===== src/rtl/fpu_align_pipe.sv =====
// Two-stage operand comparator and mantissa aligner for the FPU add/sub path.
// Stage 1 orders the operands by magnitude; stage 2 right-shifts the smaller mantissa with guard/sticky bits.
module fpu_align_pipe #(
  parameter int EXP_W = 8,
  parameter int MAN_W = 24,
  parameter int GUARD = 3
) (
  input  logic                     clk,
  input  logic                     rst_n,
  input  logic                     in_valid,
  output logic                     in_ready,
  input  logic [EXP_W-1:0]         a_exp,
  input  logic [EXP_W-1:0]         b_exp,
  input  logic [MAN_W-1:0]         a_man,
  input  logic [MAN_W-1:0]         b_man,
  output logic                     out_valid,
  input  logic                     out_ready,
  output logic [EXP_W-1:0]         out_exp,
  output logic [MAN_W+GUARD-1:0]   out_man_big,
  output logic [MAN_W+GUARD-1:0]   out_man_small,
  output logic [EXP_W-1:0]         out_exp_diff,
  output logic                     out_swap,
  output logic                     out_eq
);

  localparam int AW = MAN_W + GUARD;

  // Valid/ready: a beat moves across a boundary on a rising edge where valid and
  // ready are both high; valid holds with stable data until that edge, and ready
  // depends only on downstream ready and the stage valid flags.
  logic             r_s1_valid;
  logic [EXP_W-1:0] r_s1_exp;
  logic [MAN_W-1:0] r_s1_big_man;
  logic [MAN_W-1:0] r_s1_small_man;
  logic [EXP_W-1:0] r_s1_diff;
  logic             r_s1_swap;
  logic             r_s1_eq;

  logic             r_out_valid;
  logic [EXP_W-1:0] r_out_exp;
  logic [AW-1:0]    r_out_man_big;
  logic [AW-1:0]    r_out_man_small;
  logic [EXP_W-1:0] r_out_diff;
  logic             r_out_swap;
  logic             r_out_eq;

  logic             w_s2_load;
  logic             w_s1_load;
  logic             w_swap;
  logic             w_eq;
  logic [EXP_W-1:0] w_big_exp;
  logic [EXP_W-1:0] w_small_exp;
  logic [MAN_W-1:0] w_big_man;
  logic [MAN_W-1:0] w_small_man;
  logic [AW-1:0]    w_ext;
  logic             w_over;
  logic [AW-1:0]    w_shifted;
  logic             w_sticky;
  logic [AW-1:0]    w_man_small;

  assign w_s2_load = !r_out_valid || out_ready;
  assign w_s1_load = !r_s1_valid || w_s2_load;
  assign in_ready  = w_s1_load;

  assign w_swap      = (b_exp > a_exp) || ((b_exp == a_exp) && (b_man > a_man));
  assign w_eq        = (a_exp == b_exp) && (a_man == b_man);
  assign w_big_exp   = w_swap ? b_exp : a_exp;
  assign w_small_exp = w_swap ? a_exp : b_exp;
  assign w_big_man   = w_swap ? b_man : a_man;
  assign w_small_man = w_swap ? a_man : b_man;

  always_ff @(posedge clk or negedge rst_n) begin
    if (!rst_n) begin
      r_s1_valid     <= 1'b0;
      r_s1_exp       <= '0;
      r_s1_big_man   <= '0;
      r_s1_small_man <= '0;
      r_s1_diff      <= '0;
      r_s1_swap      <= 1'b0;
      r_s1_eq        <= 1'b0;
    end else if (w_s1_load) begin
      r_s1_valid <= in_valid;
      if (in_valid) begin
        r_s1_exp       <= w_big_exp;
        r_s1_big_man   <= w_big_man;
        r_s1_small_man <= w_small_man;
        r_s1_diff      <= w_big_exp - w_small_exp;
        r_s1_swap      <= w_swap;
        r_s1_eq        <= w_eq;
      end
    end
  end

  // Shifts of AW or more push every bit out, so only the sticky survives.
  assign w_ext       = {r_s1_small_man, {GUARD{1'b0}}};
  assign w_over      = 32'(r_s1_diff) >= 32'(AW);
  assign w_shifted   = w_over ? '0 : (w_ext >> r_s1_diff);
  assign w_sticky    = w_over ? (|r_s1_small_man)
                              : (|(w_ext & ~({AW{1'b1}} << r_s1_diff)));
  assign w_man_small = {w_shifted[AW-1:1], w_shifted[0] | w_sticky};

  always_ff @(posedge clk or negedge rst_n) begin
    if (!rst_n) begin
      r_out_valid     <= 1'b0;
      r_out_exp       <= '0;
      r_out_man_big   <= '0;
      r_out_man_small <= '0;
      r_out_diff      <= '0;
      r_out_swap      <= 1'b0;
      r_out_eq        <= 1'b0;
    end else if (w_s2_load) begin
      r_out_valid <= r_s1_valid;
      if (r_s1_valid) begin
        r_out_exp       <= r_s1_exp;
        r_out_man_big   <= {r_s1_big_man, {GUARD{1'b0}}};
        r_out_man_small <= w_man_small;
        r_out_diff      <= r_s1_diff;
        r_out_swap      <= r_s1_swap;
        r_out_eq        <= r_s1_eq;
      end
    end
  end

  assign out_valid     = r_out_valid;
  assign out_exp       = r_out_exp;
  assign out_man_big   = r_out_man_big;
  assign out_man_small = r_out_man_small;
  assign out_exp_diff  = r_out_diff;
  assign out_swap      = r_out_swap;
  assign out_eq        = r_out_eq;

endmodule

===== config.mk =====
export PLATFORM = sky130hd
export DESIGN_NAME = fpu_align_pipe
export DESIGN_NICKNAME = d
export VERILOG_FILES = /design/src/rtl/fpu_align_pipe.sv
export SDC_FILE = /design/constraint.sdc
export NUM_CORES = 1
export LEC_CHECK = 0
export CAP_MARGIN = 20
export CORE_MARGIN = 2
export CORE_UTILIZATION = 54
export DETAILED_ROUTE_END_ITERATION = 10
export GPL_ROUTABILITY_DRIVEN = 0
export PLACE_DENSITY_LB_ADDON = 0.05
export SLEW_MARGIN = 20
export SYNTH_ARGS = -nofsm -noshare
export SYNTH_HDL_FRONTEND = slang
export SYNTH_SLANG_ARGS = --single-unit

===== constraint.sdc =====
create_clock -name clk -period 4.45 [get_ports clk]
set_input_delay 0.89 -clock clk [delete_from_list [all_inputs] [get_ports clk]]
set_output_delay 0.89 -clock clk [all_outputs]
set_load 0.01 [all_outputs]

==> flow_metrics.env, run 1 <==
export IMPL_vias=7479
export IMPL_clock_fmax_mhz=255
export IMPL_io_pins=142
export IMPL_crit_start="a_exp[5]"
export IMPL_die_height_um=128
export IMPL_final_layout_size_suffix_gt1_frac=0.108
export IMPL_yosysMostFrequentCell="dfrtp_1"
export IMPL_ys_seq_elements=137
export IMPL_first_global_vias=7050
export IMPL_ys_warn_count=0
export IMPL_cpPeakStageDelay_ns=0.53
export IMPL_dieArea_um2=16500
export IMPL_crit_type="in -> reg"
export IMPL_r2r_setup_slack_ns=1.17
export IMPL_dp_hpwl_um=15800
export IMPL_cts_max_level=4
export IMPL_ant_nets=0
export IMPL_antenna_cells=0
export IMPL_drcViolationCount=0
export IMPL_tritoncts="done"
export IMPL_p_leak_uw=0.00445
export IMPL_areaGrowthSynthToFinish_pct=24.2
export IMPL_maxCapViolCount=0
export IMPL_critPathCapture="r_s1_diff[7]"
export IMPL_cts_resized=0
export IMPL_synthesis_area_um2=8340
export IMPL_synth_top_area_share=0.411
export IMPL_finalHoldViolCount=0
export IMPL_crit_top_cell="mux2i_1"
export IMPL_worst_pin_slew_ns=0.935
export IMPL_totalWireLength_um=21900
export IMPL_slew_violations=0
export IMPL_rows=45
export IMPL_initial_core_util=0.551
export IMPL_io_buffers=138
export IMPL_synth_edf_count=0
export IMPL_r2r_end="out_man_small[24]"
export IMPL_drtIter0Drc=652
export IMPL_clock_latency_ns=0.43
export IMPL_core_area_um2=15100
export IMPL_holdBufCountCts=0
export IMPL_viasPerCell=5.88
export IMPL_ys_flop_type="dfrtp_1"
export IMPL_fin_nets=1170
export IMPL_min_period_over_period=0.881
export IMPL_synth_cell_types=67
export IMPL_synth_common_cells="dfrtp_1 (137), nand2_1 (136), o21ai_0 (107), a21oi_1 (95), nor2_1 (92)"
export IMPL_end_kind="flop"
export IMPL_antenna_found_initial=0
export IMPL_clock_sinks=137
export IMPL_clockRootBuffer="clkbuf_16"
export IMPL_synth_seq_area_share=0.411
export IMPL_numCtsBuffers=17
export IMPL_drtPass1Iterations=5
export IMPL_finalClockSkew_ns=0.00911
export IMPL_tns_ns=0
export IMPL_cpMaxStageDelayCell="o211a_2"
export IMPL_cp_start_kind="primary input"
export IMPL_required_ns=4.75
export IMPL_synthCells=965
export IMPL_syn_area_per_cell_um2=8.64
export IMPL_crit_chain="clkdlybuf4s50_1 -> inv_1 -> ha_1 -> and2_2 -> nand3_2 -> nor4_1 -> a21oi_1 -> o211a_2 -> buf_4 -> mux2i_1 -> a311oi_1 -> mux2i_1 -> nand3_1"
export IMPL_slew_headroom=0.376
export IMPL_async_flop_share=1.00
export IMPL_power_density_nw_per_um2=444
export IMPL_grt_max_degree=107
export IMPL_grt_pass1_wl_um=36100
export IMPL_whs_ns=0.467
export IMPL_grtUsageTotal=0.279
export IMPL_wl_per_cell_um=17.2
export IMPL_worstPathArrival_ns=4.22
export IMPL_rr_worst_depth=8
export IMPL_vdd_drop_max_uv=308
export IMPL_grt_overflow=0
export IMPL_finalCriticalPeriod_ns=3.92
export IMPL_worst_hold_path_type="reg -> reg"
export IMPL_die_x_um=128
export IMPL_cts_clk_slew_worst_paths_ns=0.06
export IMPL_cts_path_max_buffers=2
export IMPL_grt_setup_unrepaired="no"
export IMPL_fill_cells=1231
export IMPL_finalSetupViolCount=0
export IMPL_yosysTopAreaCell="dfrtp_1"
export IMPL_worst_path_max_fanout=17
export IMPL_status="finished, final reports clean"
export IMPL_cts_setup_buffers=0
export IMPL_timing_rr_start="r_s1_diff[7]"
export IMPL_synthTopCellsByArea="dfrtp_1 (41%), o21ai_0 (6.4%), mux2_2 (6.3%)"
worst min-delay path by stage:
stage / from / to / slack, ns / cells past startpoint
after floorplan: r_s1_eq / r_s1_eq / 0.43 / 2
after global placement: r_s1_eq / r_s1_eq / 0.46 / 2
after detailed placement: r_s1_eq / r_s1_eq / 0.46 / 2
after CTS: r_s1_eq / r_s1_eq / 0.47 / 2
after global routing: r_s1_big_man[5] / r_s1_big_man[5] / 0.50 / 2
final: r_s1_eq / r_s1_eq / 0.47 / 2
cells by family (layout without fill, tap and decap cells):
logic type	after synthesis	after routing	synth area share
AO/OA/AOI/OAI	292	292	0.212
other	1	3	0.000450
XOR/XNOR	2	2	0.00210
multiplexers	79	79	0.112
buffers and inverters	111	227	0.0528
flip-flops	137	137	0.411
adder cells (fa/ha/maj)	32	32	0.0480
AND/OR/NAND/NOR	311	311	0.161
critical path: cells and delay by family:
kind / cells / cell delay [ns]
simple gates: 4 / 0.52
fa+ha+maj: 1 / 0.38
mux: 2 / 0.32
compound gates: 3 / 1.31
buf+inv: 3 / 0.78
metal layers:
metal,global-route usage,share of wire
met1,0.375,0.44
met3,0.0735,0.067
met5,0,0
met4,0.0995,0.030
met2,0.438,0.46
report_power, final:
group          leakage [µW]  total, µW  internal [µW]  switching, µW
sequential          0.00173       1710           1490            216
clock              0.000253       1290            718            571
combinational       0.00247       1600            740            860
final cells by class:
class                      instances  area [µm²]  share of cell area
clock buffer                      17         425              0.0411
multi-input combinational        719        4500               0.434
timing repair buffer             154        1500               0.145
inverter                          41         154              0.0149
tap                              188         235              0.0227
clock inverter                    15         118              0.0114
sequential                       137        3430               0.331
cells in the final DEF, fill, tap and decap left out, types with 3 or more instances in the layout:
cell type / count
clkdlybuf4s50_1: 137
dfrtp_1: 137
nand2_1: 134
o21ai_0: 107
a21oi_1: 95
nor2_1: 92
mux2_2: 47
inv_1: 39
ha_1: 32
mux2i_1: 25
nand3_1: 22
clkbuf_16: 17
buf_4: 16
nor3_1: 13
a211oi_1: 11
a22o_1: 11
nand4_1: 9
nor4_1: 8
nand2b_1: 8
o22ai_1: 7
o31ai_1: 7
mux4_2: 7
a31oi_1: 6
nor2b_1: 5
a22oi_1: 5
clkinvlp_4: 5
o21a_1: 4
a311oi_1: 4
and3_1: 4
clkinv_4: 4
inv_6: 4
or2_2: 3
a221o_1: 3
o31a_1: 3
o2111ai_1: 3
conb_1: 3
stage by stage:
stage	cell area, µm²	total power (µW)	utilization	worst slack [ns]	std cells
2_1_floorplan	8350	2660	-	1.04	967
3_3_place_gp	9820	3290	0.648	0.201	1239
3_5_place_dp	9820	3310	0.648	0.135	1239
4_1_cts	10400	4610	0.684	0.553	1271
5_1_grt	10400	4880	0.684	0.311	1271
6_report	10400	4600	0.684	0.530	1271
sequential cells by signal, summed over array words and instances (netlist names):
| signal | count |
|---|---|
| out_valid | 1 |
| r_s1_eq | 1 |
| r_s1_small_man | 24 |
| r_s1_big_man | 24 |
| r_s1_exp | 8 |
| r_s1_swap | 1 |
| out_eq | 1 |
| r_s1_diff | 8 |
| out_man_big | 24 |
| out_exp | 8 |
| out_man_small | 27 |
| r_s1_valid | 1 |
| out_exp_diff | 8 |
| out_swap | 1 |
Note: power is estimated with default switching activity, not from simulation.
==> run 2, diff against run 1 <==
Settings changed: GPL_ROUTABILITY_DRIVEN 0 to default.
==> flow_metrics.env, run 2 (synthesis results as in run 1) <==
export IMPL_cpPeakStageDelay_ns=0.55
export IMPL_worst_path_max_fanout=20
export IMPL_finalNonFillerCells=1273
export IMPL_grtUsageTotal=0.286
export IMPL_final_layout_size_suffix_gt1_frac=0.108
export IMPL_totalWireLength_um=22700
export IMPL_core_area_um2=15100
export IMPL_crit_buf_inv=2
export IMPL_antenna_found_initial=0
export IMPL_clockPowerShare=0.288
export IMPL_min_period_over_period=0.898
export IMPL_drcViolationCount=0
export IMPL_sw_frac_of_total=0.353
export IMPL_numCtsBuffers=17
export IMPL_antenna_cells=0
export IMPL_vdd_drop_max_uv=266
export IMPL_grt_max_degree=114
export IMPL_crit_chain="clkdlybuf4s50_1 -> inv_1 -> ha_1 -> nand4_1 -> nor4_1 -> o21ai_0 -> a31oi_1 -> o211a_2 -> o31ai_2 -> a311oi_1 -> mux2i_1 -> nand3_1"
export IMPL_crit_type="in -> reg"
export IMPL_slew_violations=0
export IMPL_p_sw_uw=1650
export IMPL_wl_per_cell_um=17.9
export IMPL_end_kind="flop"
export IMPL_worstPathArrival_ns=4.28
export IMPL_required_ns=4.74
export IMPL_clock_sinks=137
export IMPL_drtPass1Iterations=6
export IMPL_clock_fmax_mhz=250
export IMPL_pwr_share_seq=0.365
export IMPL_clock_latency_ns=0.42
export IMPL_internal_power_uw=3030
export IMPL_cpMaxStageDelayCell="a311oi_1"
export IMPL_initial_core_util=0.551
export IMPL_finalSetupViolCount=0
export IMPL_grt_pass1_wl_um=36700
export IMPL_rows=45
export IMPL_ant_nets=0
export IMPL_worst_pin_slew_ns=1.01
export IMPL_power_density_nw_per_um2=450
export IMPL_layout_common_cells="clkdlybuf4s50_1 (137), dfrtp_1 (137), nand2_1 (134)"
export IMPL_placed_cells=1241
export IMPL_die_height_um=128
export IMPL_cts_max_level=4
export IMPL_crit_family="compound AO/OA/AOI/OAI gates"
export IMPL_finalHoldViolCount=0
export IMPL_fin_nets=1172
export IMPL_cts_path_max_buffers=2
export IMPL_die_x_um=128
export IMPL_first_global_vias=6921
export IMPL_slew_headroom=0.324
export IMPL_dieArea_um2=16500
export IMPL_io_buffers=138
export IMPL_grt_overflow=0
export IMPL_clockRootBuffer="clkbuf_16"
export IMPL_finalClockSkew_ns=0.00944
export IMPL_worst_hold_path_type="reg -> reg"
export IMPL_largest_reg_flops=27
export IMPL_tritoncts="done"
export IMPL_vias=7372
export IMPL_io_pins=142
export IMPL_maxCapViolCount=0
export IMPL_drtIter0Drc=427
export IMPL_status="finished, final reports clean"
export IMPL_cts_clk_slew_worst_paths_ns=0.06
export IMPL_place_congestion=0.940
export IMPL_tns_ns=0
export IMPL_areaGrowthSynthToFinish_pct=24.8
export IMPL_holdBufCountCts=0
export IMPL_grt_setup_unrepaired="no"
export IMPL_dp_hpwl_um=16400
export IMPL_viasPerCell=5.79
export IMPL_finalCriticalPeriod_ns=3.99
export IMPL_cts_setup_buffers=0
export IMPL_cts_resized=0
export IMPL_combPwrFrac=0.347
export IMPL_cp_start_kind="primary input"
export IMPL_p_leak_uw=0.00448
==> run 2: through the flow <==
stage / setup slack [ns] / hold WS (ns) / util / cell area, µm² / power, µW
floorplan: 1.04 / 0.435 / - / 8350 / 2660
global route: 0.187 / 0.497 / 0.687 / 10400 / 4950
CTS: 0.540 / 0.470 / 0.687 / 10400 / 4700
global placement: 0.182 / 0.458 / 0.650 / 9840 / 3320
finish: 0.455 / 0.466 / 0.687 / 10400 / 4680
detailed placement: 0.131 / 0.457 / 0.650 / 9840 / 3340
==> run 2: final timing paths <==
| kind | start | endpoint | slack (ns) | cells after the start |
|---|---|---|---|---|
| worst max-delay path | a_man[23] | r_s1_diff[7] | 0.46 | 12 |
| max in group asynchronous | rst_n | out_eq | 3.19 | 2 |
| worst min register to register | r_s1_eq | r_s1_eq | 0.47 | 2 |
| min in group asynchronous | rst_n | out_man_big[9] | 0.51 | 1 |
| worst max register to register | r_s1_diff[1] | out_man_small[24] | 1.38 | 8 |
| worst min-delay path | r_s1_eq | r_s1_eq | 0.47 | 2 |
==> run 2: area by class of cell <==
type / count / area [µm²]
fill: 1242 / 4740
inverter: 41 / 154
sequential: 137 / 3430
clock buffer: 20 / 447
timing repair buffer: 156 / 1530
multi-input combinational: 719 / 4500
clock inverter: 12 / 114
tap: 188 / 235
==> run 2: power by group through the flow <==
| stage | combinational (µW) | clock (µW) | sequential (µW) |
|---|---|---|---|
| floorplan | 946 | 0 | 1710 |
| global placement | 1600 | 0 | 1720 |
| detailed placement | 1610 | 0 | 1730 |
| CTS | 1620 | 1370 | 1710 |
| global route | 1790 | 1420 | 1740 |
| finish | 1620 | 1350 | 1710 |
==> run 2: layer usage <==
| metal | track usage | up-vias | share of wire | wire, µm |
|---|---|---|---|---|
| li1 | - | 3643 | - | - |
| met1 | 0.396 | 3473 | 0.46 | 10400 |
| met2 | 0.455 | 224 | 0.46 | 10500 |
| met3 | 0.0580 | 32 | 0.055 | 1260 |
| met4 | 0.0873 | 0 | 0.023 | 528 |
| met5 | 0 | - | 0 | 0 |
==> run 2: worst register-to-register path, delay by kind of cell, from the launching register on <==
family                 cells  cell delay, ns
AO/OA/AOI/OAI              3            0.94
buffers and inverters      2            0.25
flip-flops                 1            0.73
AND/OR/NAND/NOR            3            1.08
